[config.mk]
export PLATFORM = sky130hd
export DESIGN_NAME = udp_pkt_stats_counter
export DESIGN_NICKNAME = d
export VERILOG_FILES = /design/src/rtl/udp_pkt_stats_counter.sv
export SDC_FILE = /design/constraint.sdc
export NUM_CORES = 1
export LEC_CHECK = 0
export ABC_AREA = 1
export BUFFER_PORTS_ARGS = -buffer_cell sky130_fd_sc_hd__buf_2
export CORE_MARGIN = 2
export CORE_UTILIZATION = 40
export DETAILED_ROUTE_END_ITERATION = 16
export GPL_TIMING_DRIVEN = 0
export PLACE_DENSITY_LB_ADDON = 0.3
export SLEW_MARGIN = 25
export SYNTH_ARGS = -nofsm -noshare
export SYNTH_HDL_FRONTEND = slang
export SYNTH_SLANG_ARGS = --single-unit
[constraint.sdc]
create_clock -name axil_aclk -period 12.8 [get_ports axil_aclk]
set_input_delay 2.56 -clock axil_aclk [delete_from_list [all_inputs] [get_ports axil_aclk]]
set_output_delay 2.56 -clock axil_aclk [all_outputs]
set_load 0.01 [all_outputs]
[src/rtl/udp_pkt_stats_counter.sv]
// rtl/udp_pkt_stats_counter.sv - per-interface packet and ARP event counters for the offload shell
//
// Counts completed packets (tvalid & tready & tlast) on four monitored stream taps
// and ARP request/reply strobes. Internal counters run freely. Registered output
// copies feed the AXI-Lite register block. The block never drives tready.
//
// Ports:
//   axil_aclk, axil_areset        clock, async active-high reset
//   {icmp,udp}_{rx,tx}_t*         monitored stream handshake/tlast taps
//   arp_request_evt/arp_reply_evt one-cycle ARP event strobes
//   stats_clear                   one-cycle strobe, zeroes counters, copies and vld flags
//   stats_freeze                  level, holds output copies while counting continues
//   *_pkg_counter_sta             packet counts, zero-extended to 32 bits
//   regRequestCount/regReplyCount ARP counts, zero-extended to 16 bits
//   regRequestCount_vld/regReplyCount_vld  sticky "at least one event" flags
//
// Build option: define UDP_PKT_STATS_SATURATE_EN to make every counter saturate
// at all-ones instead of wrapping.

module udp_pkt_stats_counter #(
   parameter int PKT_CNT_W = 32,
   parameter int ARP_CNT_W = 16
) (
   input  logic        axil_aclk,
   input  logic        axil_areset,
   input  logic        icmp_rx_tvalid,
   input  logic        icmp_rx_tready,
   input  logic        icmp_rx_tlast,
   input  logic        icmp_tx_tvalid,
   input  logic        icmp_tx_tready,
   input  logic        icmp_tx_tlast,
   input  logic        udp_rx_tvalid,
   input  logic        udp_rx_tready,
   input  logic        udp_rx_tlast,
   input  logic        udp_tx_tvalid,
   input  logic        udp_tx_tready,
   input  logic        udp_tx_tlast,
   input  logic        arp_request_evt,
   input  logic        arp_reply_evt,
   input  logic        stats_clear,
   input  logic        stats_freeze,
   output logic [31:0] icmp_rx_pkg_counter_sta,
   output logic [31:0] icmp_tx_pkg_counter_sta,
   output logic [31:0] udp_rx_pkg_counter_sta,
   output logic [31:0] udp_tx_pkg_counter_sta,
   output logic [15:0] regRequestCount,
   output logic [15:0] regReplyCount,
   output logic        regRequestCount_vld,
   output logic        regReplyCount_vld
);

   localparam int NPKT = 4;

   // Index order: 0 icmp_rx, 1 icmp_tx, 2 udp_rx, 3 udp_tx
   logic [NPKT-1:0] pkt_evt;
   // Index order: 0 request, 1 reply
   logic [1:0]      arp_evt;

   assign pkt_evt = {udp_tx_tvalid  & udp_tx_tready  & udp_tx_tlast,
                     udp_rx_tvalid  & udp_rx_tready  & udp_rx_tlast,
                     icmp_tx_tvalid & icmp_tx_tready & icmp_tx_tlast,
                     icmp_rx_tvalid & icmp_rx_tready & icmp_rx_tlast};
   assign arp_evt = {arp_reply_evt, arp_request_evt};

   logic [PKT_CNT_W-1:0] pkt_cnt [NPKT];
   logic [PKT_CNT_W-1:0] pkt_cpy [NPKT];
   logic [ARP_CNT_W-1:0] arp_cnt [2];
   logic [ARP_CNT_W-1:0] arp_cpy [2];
   logic [1:0]           arp_vld;
   logic [1:0]           arp_vld_cpy;

   // base is already zero when a clear coincides with the event, so clear+event gives 1
   function automatic logic [PKT_CNT_W-1:0] pkt_next(input logic [PKT_CNT_W-1:0] base,
                                                      input logic evt);
      if (!evt) return base;
`ifdef UDP_PKT_STATS_SATURATE_EN
      if (&base) return base;
`endif
      return base + PKT_CNT_W'(1);
   endfunction

   function automatic logic [ARP_CNT_W-1:0] arp_next(input logic [ARP_CNT_W-1:0] base,
                                                      input logic evt);
      if (!evt) return base;
`ifdef UDP_PKT_STATS_SATURATE_EN
      if (&base) return base;
`endif
      return base + ARP_CNT_W'(1);
   endfunction

   always_ff @(posedge axil_aclk or posedge axil_areset) begin
      if (axil_areset) begin
         for (int i = 0; i < NPKT; i++) begin
            pkt_cnt[i] <= '0;
            pkt_cpy[i] <= '0;
         end
         for (int j = 0; j < 2; j++) begin
            arp_cnt[j] <= '0;
            arp_cpy[j] <= '0;
         end
         arp_vld     <= '0;
         arp_vld_cpy <= '0;
      end else begin
         for (int i = 0; i < NPKT; i++)
            pkt_cnt[i] <= pkt_next(stats_clear ? '0 : pkt_cnt[i], pkt_evt[i]);
         for (int j = 0; j < 2; j++)
            arp_cnt[j] <= arp_next(stats_clear ? '0 : arp_cnt[j], arp_evt[j]);
         arp_vld <= (stats_clear ? 2'b00 : arp_vld) | arp_evt;

         // Copies clear in one stage so software sees zero on the very next cycle
         if (stats_clear) begin
            for (int i = 0; i < NPKT; i++) pkt_cpy[i] <= '0;
            for (int j = 0; j < 2; j++)    arp_cpy[j] <= '0;
            arp_vld_cpy <= '0;
         end else if (!stats_freeze) begin
            for (int i = 0; i < NPKT; i++) pkt_cpy[i] <= pkt_cnt[i];
            for (int j = 0; j < 2; j++)    arp_cpy[j] <= arp_cnt[j];
            arp_vld_cpy <= arp_vld;
         end
      end
   end

   assign icmp_rx_pkg_counter_sta = 32'(pkt_cpy[0]);
   assign icmp_tx_pkg_counter_sta = 32'(pkt_cpy[1]);
   assign udp_rx_pkg_counter_sta  = 32'(pkt_cpy[2]);
   assign udp_tx_pkg_counter_sta  = 32'(pkt_cpy[3]);
   assign regRequestCount         = 16'(arp_cpy[0]);
   assign regReplyCount           = 16'(arp_cpy[1]);
   assign regRequestCount_vld     = arp_vld_cpy[0];
   assign regReplyCount_vld       = arp_vld_cpy[1];

endmodule

# After elaboration in Yosys (flattened, before gate mapping)
# Index checks and enable logic that the tools add are counted.
[classes]
n_addsub = 6
n_eq_ne = 1
n_mux = 19
n_bitwise = 9
[op_table]
columns = ["op", "n"]
rows = [
  ["2-to-1 mux 32 bit", 10],
  ["2-to-1 mux 128 bit", 2],
  ["adder 32 x 1 -> 32 bit (second input constant)", 4],
  ["2-to-1 mux 16 bit", 4],
  ["adder 16 x 1 -> 16 bit (second input constant)", 2],
  ["bitwise AND 1 bit", 8],
  ["2-to-1 mux 2 bit", 3],
  ["!= test 2 bit (second input constant)", 1],
  ["OR 2 bit", 1],
]
[word_totals]
ff_bits = 324
input_bits = 18
elab_cells = 49

# Logic depth before layout (Yosys ltp)
[depth]
depth_word = 3
ltp_mapped = 18
depth_no_buf = 14

# Worst setup path after synthesis
# Ideal clock, no wire load.
[synth_timing]
path_type = "input -> register"
startpoint = "input stats_clear"
endpoint = "register pkt_cnt[18] in the netlist's numbering"
t_arrival_ns = 4.322
required_ns = 12.678
path_slack_ns = 8.356
stages = 16
path_cell_list = "buf_6 clkinv_4 buf_6 buf_4 buf_2 nand2_1 inv_1 ha_1 nand2_1 inv_1 nand2_1 nor2_1 nand2_1 nor2_2 nand2_1 xor2_1"
[synth_between]
elab_chain_len = 3
[synth_rtl]
columns = ["element", "line", "rtl"]
rows = [
  ["from (decl)", "40", "input logic stats_clear,"],
  ["2-to-1 mux 32 bit *", "105", "pkt_cnt[i] <= pkt_next(stats_clear ? '0 : pkt_cnt[i], pkt_evt[i]);"],
  ["adder 32 x 1 -> 32 bit", "79", "return base + PKT_CNT_W'(1);"],
  ["2-to-1 mux 32 bit *", "79", ""],
  ["to (signal, indexed assignment)", "105", ""],
  ["to (decl)", "65", "logic [PKT_CNT_W-1:0] pkt_cnt [NPKT];"],
]
# Mark *: on every way between the ends. The rest lies on a longest branch, timed or not.
# A chain may end at the register's enable or synchronous reset.

# Final worst setup path
[layout_timing]
startpoint = "input stats_clear"
endpoint = "register pkt_cnt[16] in the netlist's numbering"
# Same word-level chain as after synthesis.

==> reports/summary.txt <==
Comb pwr share - 4.5%
Initial Util - 40.4%
Fmax - 211 MHz
Mapped Nets - 1966
Status - finished, final reports clean
Via Count - 13600
# setup viols final - 0
Largest net degree at the start of global routing - 99
PostCTS Resize Cnt - 0
WP buf/inv - 7
Routed WL - 47.3 mm
Die X - 201 um
Worst setup margin - 8.06 ns
Max Fanout on Critical Path - 10
Global-route wire length before repair - 74.7 mm
Setup Total Neg Slack - 0 ns
Critical path origin - stats_clear
GPL Wtd Cong - 0.910
Post-route DRC - 0
Clock power share - 49.3%
Util after Layout - 47.9%
Switch Pwr - 0.000502 W
Antenna violations before repair - 1
CP Capture Type - register
Worst hold path class - register to register
Number of H-tree levels - 2
Ant diodes - 0
Synth cell types - 33
DRT Pass-1 Iters - 6
Die height - 201 um
Critical Path RT - 13.19 ns
Peak VDD IR - 0.0830 mV
Internal power - 0.00174 W
Synth top area cells - dfrtp_1 52%, nand2_1 14%, inv_1 5.6%
Vias in the first global route - 13200
Crit path DAT - 5.13 ns
Worst hold slack - 0.467 ns
Worst r2r src - pkt_cnt[65]
Area delta synth->final - 18.5%
Core ar. - 38600 um^2
Hold_sp - regRequestCount[1]
Detail Route Antenna Nets - 0
Post-DR vias/cell - 5.02
RSZ-0062 raised after global routing - false
Io pins - 180
GR Util All Layers - 23.5%
Worst-Margin Slew - 1.14 ns
Area leader, netlist - dfrtp_1
Final Cycle Share - 37.0%
GR Overflow Total - 0
Sequential power share - 46.2%
Placed cell areas - 17200 um^2
Leading cell type in the layout, fill and taps excluded - nand2_1
Cell row count - 72
Most frequent cells in the layout - 583 x nand2_1, 324 x dfrtp_1, 231 x inv_1
DRT iter0 DRCs - 1069
CTS Buf Count - 36
Cell mode on critical path - nand2_1
Die Area - 40600 um^2
Ratio of cells with drive above 1 in the final layout - 15.2%
CP top delay family - buffers and inverters
Sequential cell area fraction in the yosys report - 52.0%
Hold Buf Count CTS - 0
Fin Clk Skew - 0.0130 ns
CP max stage delay - 0.41 ns
Crit-path cells - buf_6 > clkinv_4 > buf_6 > buf_4 > buf_2 > nand2_1 > inv_1 > ha_1 > nand2_1 > inv_1 > nand2_1 > nor2_1 > nand2_1 > nor2_2 > nand2_1 > xor2_1
YS warnings - 0
CTS root buffer - clkbuf_16
Mapped Area - 15600 um^2
Setup bufs post-CTS - 0
CTS tree - built
Buffers on Ports - 178
CP Class - input port to register
Synth Instances - 1942
Slowest cell on crit path - buf_2
Leak pwr - 9.17 nW
Post-DP HPWL - 34.6 mm
Finished layout cell area - 18500 um^2
Register bit total from synthesis - 324
Worst-path clk slew - 0.06 ns
Pwr dens - 121 nW/um^2
Mapped Avg Cell Area - 8.03 um^2
Worst-skew pair later-pin latency - 0.51 ns
Max clock buf depth - 3
Final Hold Viols - 0
Slew headroom - 23.9%
Startpoint Class - input port
Avg WL per Cell - 17.5 um
Fin nets - 2185
Switching share of total power - 22.4%
Clock sink count - 324
Place WS - 7.59 ns
Yosys top cell area share - 52.0%
Slew Limit Fails - 0
Max-cap violations - 0
Minimum clock period - 4.74 ns
synth_stat cells, drive strengths merged:
| master | count |
|---|---|
| nand2 | 587 |
| dfrtp | 324 |
| nor2 | 244 |
| inv | 232 |
| nand3 | 173 |
| o21ai | 153 |
| xor2 | 68 |
| buf | 35 |
| xnor2 | 31 |
| nand4 | 26 |
| clkbuf | 25 |
| nor3 | 19 |
| ha | 6 |
| nand3b | 6 |
| or2 | 3 |
| and2 | 2 |
| clkinv | 2 |
| nor3b | 2 |
| and2b | 1 |
| and3 | 1 |
| nor4 | 1 |
| o21bai | 1 |
worst paths after layout:
kind	endpoint	slack [ns]	cells after the start
setup / recovery	pkt_cnt[16]	8.06	16
hold / removal	regRequestCount[1]	0.47	2
setup reg to reg	pkt_cnt[94]	10.87	12
hold reg to reg	regRequestCount[1]	0.47	2
max in group asynchronous	icmp_rx_pkg_counter_sta[9]	9.52	4
min in group asynchronous	icmp_tx_pkg_counter_sta[12]	2.10	2
layer usage:
layer	GRT usage, %	part of all wire [%]
met1	33.1	45
met2	37.6	46
met3	3.73	6.6
met4	7.01	2.7
met5	0	0
logic make-up (layout without fill, tap and decap cells):
logic type	count (synthesis)	after routing	synth area share [%]
AOI/OAI and AO/OA	154	154	4.96
xor gates and xnor gates	99	99	5.56
adders and majority gates	6	6	0.481
buffers and inverters	294	536	7.83
DFF	324	324	52.0
and+or+nand+nor	1065	1065	29.2
area by class of cell:
| cell class | count | area [um^2] |
|---|---|---|
| fill | 3884 | 20100 |
| timing repair buffer | 181 | 973 |
| multi-input combinational | 1324 | 6260 |
| buffer | 60 | 338 |
| clock buffer | 45 | 986 |
| clock inverter | 16 | 260 |
| sequential | 324 | 8110 |
| inverter | 234 | 891 |
| tap | 518 | 648 |
state kept, by name (all words and copies together), names as in the netlist, 16 cells and up:
name / count
regReplyCount: 16
icmp_tx_pkg_counter_sta: 32
udp_rx_pkg_counter_sta: 32
arp_cnt: 32
icmp_rx_pkg_counter_sta: 32
regRequestCount: 16
pkt_cnt: 128
udp_tx_pkg_counter_sta: 32
stage by stage:
stage | power (W) | std cells
after global routing | 0.00231 | 2702
final | 0.00224 | 2702
after global placement | 0.00115 | 2638
after CTS | 0.00226 | 2702
after detailed placement | 0.00115 | 2641
after floorplan | 0.00111 | 1942
worst register-to-register path, cell delays in order (launching register included):
cell	delay, ns
dfrtp_1	0.35
inv_1	0.04
nor2_1	0.16
ha_1	0.20
nand2_1	0.09
inv_1	0.06
nand2_1	0.05
nor2_1	0.23
nand3_1	0.24
nor2_2	0.20
nand3_1	0.09
nand2_1	0.07
inv_1	0.03
power by group through the flow:
stage               Sequential (W)  Clock (W)  Combinational (W)
floorplan                  0.00105          0          0.0000528
global placement           0.00105          0          0.0000969
detailed placement         0.00105          0           0.000101
CTS                        0.00103    0.00112           0.000102
global route               0.00103    0.00117           0.000109
finish                     0.00103    0.00110           0.000100
(Power assumes the default switching activity.)
